$ cat config.mk
export PLATFORM = sky130hd
export DESIGN_NAME = forward_pass_flat
export DESIGN_NICKNAME = d
export VERILOG_FILES = /design/src/rtl/forward_pass_if.sv /design/src/rtl/forward_pass.sv /design/src/flat_wrapper.sv
export SDC_FILE = /design/constraint.sdc
export NUM_CORES = 2
export LEC_CHECK = 0
export BUFFER_PORTS_ARGS = -buffer_cell sky130_fd_sc_hd__buf_2
export CORE_AREA = 4 4 403 405
export CTS_BUF_LIST = sky130_fd_sc_hd__clkbuf_8
export DETAILED_ROUTE_END_ITERATION = 16
export DIE_AREA = 0 0 407 409
export SYNTH_ARGS = -nofsm -noshare
export SYNTH_HDL_FRONTEND = slang
export SYNTH_SLANG_ARGS = --single-unit
$ cat constraint.sdc
create_clock -name clk -period 40 [get_ports clk]
set_clock_uncertainty 0.2 [all_clocks]
set_input_delay 4 -clock clk [delete_from_list [all_inputs] [get_ports clk]]
set_output_delay 4 -clock clk [all_outputs]
set_load 0.05 [all_outputs]
$ cat src/rtl/forward_pass_if.sv
// Request/response bundle between a host and the forward_pass engine.
// The host drives start and the weight/input snapshot; the engine returns status and results.
interface forward_pass_if #(
   parameter int DW = 16
);
   logic                    start;
   logic [1:0][DW-1:0]      x;
   logic [7:0][1:0][DW-1:0] currW0;
   logic [7:0][DW-1:0]      currb0;
   logic [2:0][7:0][DW-1:0] currW1;
   logic [2:0][DW-1:0]      currb1;
   logic                    busy;
   logic                    done;
   logic [7:0][DW-1:0]      hiddenlayerout;
   logic [2:0][DW-1:0]      logits;
   logic [1:0]              predictedstate;

   modport master (
      output start, x, currW0, currb0, currW1, currb1,
      input  busy, done, hiddenlayerout, logits, predictedstate
   );
   modport slave (
      input  start, x, currW0, currb0, currW1, currb1,
      output busy, done, hiddenlayerout, logits, predictedstate
   );
endinterface

$ cat src/rtl/forward_pass.sv
// Sequential 2-8-3 MLP inference: one shared signed MAC, one product per cycle,
// hidden = ReLU(W0*x+b0), logits = W1*hidden+b1, predictedstate = argmax(logits).
module forward_pass #(
   parameter int DATAWIDTH = 16,
   parameter int FRAC      = 10,
   parameter int ACCW      = DATAWIDTH + 8
) (
   input  logic          clk,
   input  logic          rst,
   forward_pass_if.slave bus_io
);
   localparam int DW = DATAWIDTH;

   typedef enum logic [1:0] {IDLE, L0, L1, FIN} state_t;

   state_t                  state_q, state_d;
   logic [1:0][DW-1:0]      x_q, x_d;
   logic [7:0][1:0][DW-1:0] w0_q, w0_d;
   logic [7:0][DW-1:0]      b0_q, b0_d;
   logic [2:0][7:0][DW-1:0] w1_q, w1_d;
   logic [2:0][DW-1:0]      b1_q, b1_d;
   logic signed [ACCW-1:0]  acc_q, acc_d;
   logic [2:0]              n_q, n_d, k_q, k_d;
   logic [7:0][DW-1:0]      hid_q, hid_d;
   logic [2:0][DW-1:0]      lg_q, lg_d;
   logic [1:0]              pred_q, pred_d;
   logic                    done_q, done_d;

   logic signed [DW-1:0]    a, b, bias, sat, res, best;
   logic                    last;
   logic signed [2*DW-1:0]  prod, prod_sh;
   logic signed [ACCW-1:0]  p, r;
   logic [1:0]              amax;

   // Operand routing: layer 1 reads the hidden values produced earlier in this run
   always_comb begin
      a    = '0;
      b    = '0;
      bias = '0;
      last = 1'b0;
      if (state_q == L1) begin
         a    = hid_q[k_q];
         b    = w1_q[n_q[1:0]][k_q];
         bias = b1_q[n_q[1:0]];
         last = (k_q == 3'd7);
      end else begin
         a    = x_q[k_q[0]];
         b    = w0_q[n_q][k_q[0]];
         bias = b0_q[n_q];
         last = k_q[0];
      end
   end

   assign prod    = a * b;
   assign prod_sh = prod >>> FRAC;
   assign p       = prod_sh[ACCW-1:0];
   assign r       = acc_q + p + ACCW'(bias);

   // Clamp to the DW range when any bit above the DW sign bit disagrees with the sign
   always_comb begin
      sat = r[DW-1:0];
      if (r[ACCW-1:DW-1] != {(ACCW-DW+1){r[ACCW-1]}})
         sat = r[ACCW-1] ? {1'b1, {(DW-1){1'b0}}} : {1'b0, {(DW-1){1'b1}}};
      res = (state_q == L0 && sat[DW-1]) ? '0 : sat;
   end

   // Strict greater-than keeps the lowest index on ties
   always_comb begin
      amax = 2'd0;
      best = $signed(lg_q[0]);
      if ($signed(lg_q[1]) > best) begin
         amax = 2'd1;
         best = $signed(lg_q[1]);
      end
      if ($signed(lg_q[2]) > best) amax = 2'd2;
   end

   always_comb begin
      state_d = state_q;
      x_d     = x_q;
      w0_d    = w0_q;
      b0_d    = b0_q;
      w1_d    = w1_q;
      b1_d    = b1_q;
      acc_d   = acc_q;
      n_d     = n_q;
      k_d     = k_q;
      hid_d   = hid_q;
      lg_d    = lg_q;
      pred_d  = pred_q;
      done_d  = 1'b0;
      case (state_q)
         IDLE: if (bus_io.start) begin
            x_d     = bus_io.x;
            w0_d    = bus_io.currW0;
            b0_d    = bus_io.currb0;
            w1_d    = bus_io.currW1;
            b1_d    = bus_io.currb1;
            acc_d   = '0;
            n_d     = '0;
            k_d     = '0;
            state_d = L0;
         end
         L0: if (last) begin
            hid_d[n_q] = res;
            acc_d      = '0;
            k_d        = '0;
            if (n_q == 3'd7) begin
               n_d     = '0;
               state_d = L1;
            end else begin
               n_d = n_q + 3'd1;
            end
         end else begin
            acc_d = acc_q + p;
            k_d   = k_q + 3'd1;
         end
         L1: if (last) begin
            lg_d[n_q[1:0]] = res;
            acc_d          = '0;
            k_d            = '0;
            if (n_q == 3'd2) begin
               n_d     = '0;
               state_d = FIN;
            end else begin
               n_d = n_q + 3'd1;
            end
         end else begin
            acc_d = acc_q + p;
            k_d   = k_q + 3'd1;
         end
         FIN: begin
            done_d  = 1'b1;
            pred_d  = amax;
            state_d = IDLE;
         end
         default: state_d = IDLE;
      endcase
   end

   always_ff @(posedge clk) begin
      if (rst) begin
         state_q <= IDLE;
         x_q     <= '0;
         w0_q    <= '0;
         b0_q    <= '0;
         w1_q    <= '0;
         b1_q    <= '0;
         acc_q   <= '0;
         n_q     <= '0;
         k_q     <= '0;
         hid_q   <= '0;
         lg_q    <= '0;
         pred_q  <= '0;
         done_q  <= 1'b0;
      end else begin
         state_q <= state_d;
         x_q     <= x_d;
         w0_q    <= w0_d;
         b0_q    <= b0_d;
         w1_q    <= w1_d;
         b1_q    <= b1_d;
         acc_q   <= acc_d;
         n_q     <= n_d;
         k_q     <= k_d;
         hid_q   <= hid_d;
         lg_q    <= lg_d;
         pred_q  <= pred_d;
         done_q  <= done_d;
      end
   end

   assign bus_io.busy           = (state_q == L0) || (state_q == L1);
   assign bus_io.done           = done_q;
   assign bus_io.hiddenlayerout = hid_q;
   assign bus_io.logits         = lg_q;
   assign bus_io.predictedstate = pred_q;
endmodule

$ cat src/flat_wrapper.sv
// flat-port wrapper written by rule: the top's interface ports become plain ports
module forward_pass_flat 
#(
   parameter int DATAWIDTH = 16,
   parameter int FRAC      = 10,
   parameter int ACCW      = DATAWIDTH + 8
)
  (clk, rst, bus_io_start, bus_io_x, bus_io_currW0, bus_io_currb0, bus_io_currW1, bus_io_currb1, bus_io_busy, bus_io_done, bus_io_hiddenlayerout, bus_io_logits, bus_io_predictedstate);
  forward_pass_if #(.DW(16)) bus_io_i ();
  input  logic clk;
  input  logic rst;
  input wire logic [$bits(bus_io_i.start)-1:0] bus_io_start;
  input wire logic [$bits(bus_io_i.x)-1:0] bus_io_x;
  input wire logic [$bits(bus_io_i.currW0)-1:0] bus_io_currW0;
  input wire logic [$bits(bus_io_i.currb0)-1:0] bus_io_currb0;
  input wire logic [$bits(bus_io_i.currW1)-1:0] bus_io_currW1;
  input wire logic [$bits(bus_io_i.currb1)-1:0] bus_io_currb1;
  output wire logic [$bits(bus_io_i.busy)-1:0] bus_io_busy;
  output wire logic [$bits(bus_io_i.done)-1:0] bus_io_done;
  output wire logic [$bits(bus_io_i.hiddenlayerout)-1:0] bus_io_hiddenlayerout;
  output wire logic [$bits(bus_io_i.logits)-1:0] bus_io_logits;
  output wire logic [$bits(bus_io_i.predictedstate)-1:0] bus_io_predictedstate;
  assign bus_io_i.start = bus_io_start;
  assign bus_io_i.x = bus_io_x;
  assign bus_io_i.currW0 = bus_io_currW0;
  assign bus_io_i.currb0 = bus_io_currb0;
  assign bus_io_i.currW1 = bus_io_currW1;
  assign bus_io_i.currb1 = bus_io_currb1;
  assign bus_io_busy = bus_io_i.busy;
  assign bus_io_done = bus_io_i.done;
  assign bus_io_hiddenlayerout = bus_io_i.hiddenlayerout;
  assign bus_io_logits = bus_io_i.logits;
  assign bus_io_predictedstate = bus_io_i.predictedstate;
  forward_pass #(.DATAWIDTH(DATAWIDTH), .FRAC(FRAC), .ACCW(ACCW)) u_core (.clk(clk), .rst(rst), .bus_io(bus_io_i));
endmodule
; ---- Word-level counts from Yosys, hierarchy flattened
; Index checks and enable logic that the tools add are counted.
[word_totals]
ff_bits = 1059
out_inout_bits = 180
wordCells = 159
[op_classes]
n_addsub = 4
multipliers = 1
order_cmp = 8
eq_ne = 12
mux = 50
reduce_logical = 14
[op_table]
columns = op, n
row1 = $mux 16, 17
row2 = $bmux 128 s2, 1
row3 = $bmux 16 s3, 3
row4 = $bwmux 128, 1
row5 = $mux 128, 1
row6 = $bmux 32 s3, 1
row7 = $bwmux 48, 1
row8 = $demux 16 s3, 1
row9 = $mux 24, 2
row10 = $pmux 24 s2, 1
row11 = $bmux 16 s2, 1
row12 = $demux 16 s2, 1
row13 = $gt 16x16->1, 2
row14 = $mul 16x16->32, 1
row15 = $mux 32, 1
row16 = $add 24x16->24, 1
row17 = $add 24x22->24, 1
row18 = $mux 3, 6
row19 = $mux 2, 6
row20 = $pmux 3 s3, 1
row21 = $lt 3x4->1 const B, 2
row22 = $ne 2x1->1 const B, 4
row23 = $ne 8x8->1, 1
row24 = $pmux 2 s4, 1
row25 = other kinds (21), 31

; ---- Logic depth before layout (Yosys ltp)
[depth]
ltp_word = 13
depth_mapped = 61

; ---- Worst setup path before layout
; OpenSTA, ideal clock, no wires.
[synth_path]
kind = register -> register
from = reg u_core.k_q[0]
to = reg u_core.lg_q (netlist bit u_core.bus_io.logits[20])
setup_ns = 0.124
arrival_ns = 12.638
t_required_ns = 39.676
setup_slack_ns = 27.037
path_stages_with_launch = 49
path_buffers = 7
period_less_slack_ns = 12.963
path_cell_list = dfxtp_1 > buf_4 > buf_2 > buf_1 > buf_1 > mux4_2 > mux4_2 > a21oi_1 > clkbuf_1 > nor2_1 > fa_1 > inv_1 > fa_1 > fa_1 > fa_1 > inv_1 > fa_1 > inv_1 > (+13 left out) > nor3_1 > nand4_1 > a31o_2 > a21oi_1 > xnor2_1 > ha_1 > nand4_1 > or2_2 > o221ai_1 > a221oi_1 > o211ai_1 > o211ai_1 > xnor2_1 > xnor3_2 > buf_2 > o21ai_2 > buf_4 > a22oi_1
[synth_via]
elab_chain_cells = 11
word_cells_on_any_way = 22
cone_classes = 2 x add/sub / 1 x mul / 2 x eq/ne / 15 x mux / 2 x reduce/logical
[synth_lines]
columns = item, line_no
row1 = start: declaration, forward_pass.sv:23  ; logic [2:0] n_q, n_d, k_q, k_d;
row2 = start signal: assignment, forward_pass.sv:165  ; k_q <= k_d;
row3 = "$bmux 16 s3, or another cell as far along", forward_pass.sv:42  ; a = hid_q[k_q];
row4 = "$mux 16, on equally long branches", --
row5 = $mux 16, forward_pass.sv:41  ; if (state_q == L1) begin
row6 = $mul 16x16->32, forward_pass.sv:54  ; assign prod = a * b;
row7 = $add 24x22->24, forward_pass.sv:57  ; assign r = acc_q + p + ACCW'(bias);
row8 = $add 24x16->24, forward_pass.sv:57
row9 = $ne 8x8->1 or $mux 16 (tied branches), "forward_pass.sv:62, forward_pass.sv:63"
row10 = $mux 16, forward_pass.sv:62  ; if (r[ACCW-1:DW-1] != {(ACCW-DW+1){r[ACCW-1]}})
row11 = $logic_and 1x1->1, forward_pass.sv:64  ; res = (state_q == L0 && sat[DW-1]) ? '0 : sat;
row12 = $mux 16, forward_pass.sv:64
row13 = $bwmux 48, forward_pass.sv:119  ; lg_d[n_q[1:0]] = res;
row14 = end signal: assignment, forward_pass.sv:167  ; lg_q <= lg_d;
row15 = end: declaration, forward_pass.sv:25  ; logic [2:0][DW-1:0] lg_q, lg_d;
; Several ways; a longest one is shown, not always the timed one. The select of a mux whose other input is x is not followed.
; A chain may end at the register's enable or synchronous reset.

; ---- Worst setup path in the final report
[layout_path]
from = reg u_core.k_q[0]
to = reg u_core.lg_q (netlist bit u_core.bus_io.logits[13])
; Same word-level chain as after synthesis.

==> impl_metrics.env <==
export IMPL_ioPinCount=1031
export IMPL_netlist_instances=6760
export IMPL_die_h_um=409
export IMPL_synth_area_top_cells="dfxtp_1 38%, nand2_1 13%, fa_1 9.4%"
export IMPL_maxCapViolations=0
export IMPL_cp_end_kind="flop"
export IMPL_io_buffers=1030
export IMPL_ys_ff_latch=1059
export IMPL_p_leak_nw=28.8
export IMPL_clockBufferDepth=3
export IMPL_cp_top_family="compound AO/OA/AOI/OAI gates"
export IMPL_r2r_start="u_core.k_q[0]$_SDFFE_PP0P_"
export IMPL_timing_final_crit_share_pct=40.5
export IMPL_cts_root_buf="clkbuf_8"
export IMPL_grt_ovfl_total=0
export IMPL_cts_hold_buffers=0
export IMPL_met3_length_mm=18.8
export IMPL_die_area_sq_um=166000
export IMPL_arrival_ns=16.74
export IMPL_start_util_pct=35.4
export IMPL_yosys_most_used_dff="dfxtp_1"
export IMPL_synthesis_nets=8047
export IMPL_rows=146
export IMPL_finalSetupViolCount=0
export IMPL_ys_warn_count=0
export IMPL_finalWirelength_mm=254
export IMPL_async_reset_ff_share_pct=0
export IMPL_viasPerCell=5.43
export IMPL_place_hpwl_mm=194
export IMPL_avgSynthCellArea_sq_um=8.30
export IMPL_grt_max_degree=236
export IMPL_cts_resized_gates=0
export IMPL_synth_area_sq_um=56100
export IMPL_fin_crit_ns=16.21
export IMPL_crit_fanout=43
export IMPL_slowest_delay_ns=0.79
export IMPL_rsz0062_at_grt="no"
export IMPL_stdcell_area_sq_um=67100
export IMPL_wirelength_met1_mm=106
export IMPL_hold_path_class="reg2reg"
export IMPL_hp_start="u_core.x_q[5]$_SDFFE_PP0P_"
export IMPL_worstMarginPinSlew_ns=1.45
export IMPL_wl_met2_mm=118
export IMPL_numCtsBuffers=187
export IMPL_top_layer_used="met5"
export IMPL_syn2layout_area_growth_pct=19.6
export IMPL_setup_tns_ns=0
export IMPL_dr_first_iter_drc_count=5340
export IMPL_finalMaxSlewViolations=0
export IMPL_grt_pass1_vias=51600
export IMPL_vdd_drop_max_mv=0.127
export IMPL_post_drt_wl_per_cell_um=25.8
export IMPL_critPathBufInv=10
export IMPL_antenna_found_initial=51
export IMPL_clock_sinks=1059
export IMPL_relSlewSlack_pct=3.11
export IMPL_synth_top_area_share_pct=37.8
export IMPL_startpoint="u_core.k_q[0]$_SDFFE_PP0P_"
export IMPL_p_per_area_nw_per_um2=87.2
export IMPL_cp_slowest_cell="mux2i_4"
export IMPL_drc=0
export IMPL_cp_start_kind="flop"
export IMPL_synth_cell_types=77
export IMPL_die_width_um=407
export IMPL_required_ns=40.53
export IMPL_htreeDepth=4
export IMPL_path_clk_slew_ns=0.06
export IMPL_fin_nets=8899
export IMPL_place_gp_congestion=0.951
export IMPL_critPathKind="reg2reg"
export IMPL_final_hold_viol_count=0
export IMPL_outcome="finished clean"
export IMPL_drt_pass1_iter_count=6
export IMPL_yosysSeqAreaShare_pct=37.8
export IMPL_drive_above_1_share_pct=21.4
export IMPL_max_freq_ghz=0.0617
export IMPL_vias=53500
export IMPL_postCtsSetupRepairBufs=0
export IMPL_clk_latency_ns=0.94
export IMPL_ant_nets=0
export IMPL_cts_tree="built"
export IMPL_yosysTopAreaCell="dfxtp_1"
export IMPL_place_area_sq_um=63000
export IMPL_grt_util_all_layers_pct=29.4
export IMPL_synth_edf_count=0
export IMPL_grt_pass1_wl_mm=359
export IMPL_core_sq_um=158000
worst min-delay path, delay by kind of cell (launching register included):
family           cells  cell delay [ns]
flip-flops           1             0.31
AND/OR/NAND/NOR      1             0.05
AO/OA/AOI/OAI        1             0.05
area by class of cell:
type	instances	area, sq um
flip-flops and latches	1059	21200
clock buffers	237	3260
repair buffers	1129	5990
multi-input cells	4862	31800
clock inverters	99	733
fillers	16100	91300
diodes	29	72.6
inverters	373	1400
well taps	2072	2590
cell usage in the layout, fill, tap and decap left out, drive strengths merged, types with 18 or more instances in the layout:
| master | instances |
|---|---|
| nand2 | 1989 |
| buf | 1129 |
| dfxtp | 1059 |
| a21oi | 1020 |
| inv | 438 |
| nor2 | 268 |
| fa | 263 |
| clkbuf | 237 |
| ha | 173 |
| a22oi | 166 |
| o21ai | 159 |
| mux4 | 136 |
| mux2i | 67 |
| mux2 | 58 |
| xnor2 | 49 |
| a221oi | 39 |
| nand3 | 38 |
| nand2b | 33 |
| a21o | 33 |
| nand4 | 31 |
| a221o | 30 |
| diode | 29 |
| nor2b | 29 |
| a211oi | 26 |
| nor3 | 25 |
| clkinv | 22 |
| a22o | 21 |
| o21a | 20 |
| xor2 | 18 |
| and2 | 18 |
worst paths after layout:
kind	to	slack [ns]	cells past startpoint
worst max-delay path	u_core.bus_io.logits[13]$_SDFFE_PP0P_	23.79	50
worst min-delay path	u_core.x_q[5]$_SDFFE_PP0P_	0.25	2
worst max register to register	u_core.bus_io.logits[13]$_SDFFE_PP0P_	23.79	50
worst min register to register	u_core.x_q[5]$_SDFFE_PP0P_	0.25	2
cell families after synthesis:
kind of cell / Yosys count / synth area share, %
buffers and inverters: 839 / 5.73
AO/OA/AOI/OAI: 1608 / 16.6
flip-flops: 1059 / 37.8
multiplexers: 261 / 7.85
adder cells (fa/ha/maj): 436 / 13.2
AND/OR/NAND/NOR: 2488 / 17.6
XOR/XNOR: 69 / 1.13
synth_stat cells, types with 6 or more instances:
library cell	n
nand2_1	1988
dfxtp_1	1059
a21oi_1	1020
inv_1	370
clkbuf_1	365
nor2_1	268
fa_1	263
ha_1	173
a22oi_1	166
o21ai_0	156
mux4_2	136
mux2i_1	66
buf_1	63
mux2_2	53
xnor2_1	49
a221oi_1	39
nand3_1	38
a21o_1	33
buf_2	33
nand2b_1	33
nand4_1	31
a221o_1	30
nor2b_1	29
a211oi_1	25
nor3_1	24
a22o_1	21
o21a_1	20
xor2_1	18
and2_1	17
a31oi_1	16
or2_2	16
o22ai_1	11
and3_1	10
o21bai_1	10
a21boi_0	6
a311oi_1	6
o211ai_1	6
or3_1	6
per-layer routing:
layer	GRT usage [%]	vias up
met4	12.8	12
met2	47.1	2314
met1	38.6	26300
met5	0	-
met3	5.75	438
li1	-	24400
per-stage QoR:
step / hold slack [ns] / setup slack [ns] / power, mW / util [%] / std cells
2_1_floorplan: 0.232 / 27.04 / 3.50 / - / 6760
3_3_place_gp: 0.238 / 23.69 / 4.70 / 39.8 / 9494
3_5_place_dp: 0.243 / 23.55 / 4.73 / 39.8 / 9494
4_1_cts: 0.251 / 23.51 / 5.81 / 42.3 / 9830
5_1_grt: 0.265 / 22.63 / 6.22 / 42.3 / 9853
6_report: 0.251 / 23.79 / 5.85 / 42.3 / 9860
report_power, final:
group / internal (mW) / switching, mW / total [mW]
clock: 0.572 / 0.500 / 1.07
combinational: 1.16 / 2.29 / 3.45
sequential: 1.22 / 0.107 / 1.33
state kept, by name, summed over array words and instances (netlist names):
name,cells
u_core.b1_q,48
u_core.acc_q,24
u_core.k_q,3
u_core.n_q,3
u_core.b0_q,128
u_core.w0_q,256
u_core.bus_io.hiddenlayerout,128
u_core.w1_q,384
u_core.bus_io.logits,48
u_core.state_q,2
u_core.bus_io.done,1
u_core.x_q,32
u_core.bus_io.predictedstate,2
No activity file was read; power rests on OpenSTA's default activity.
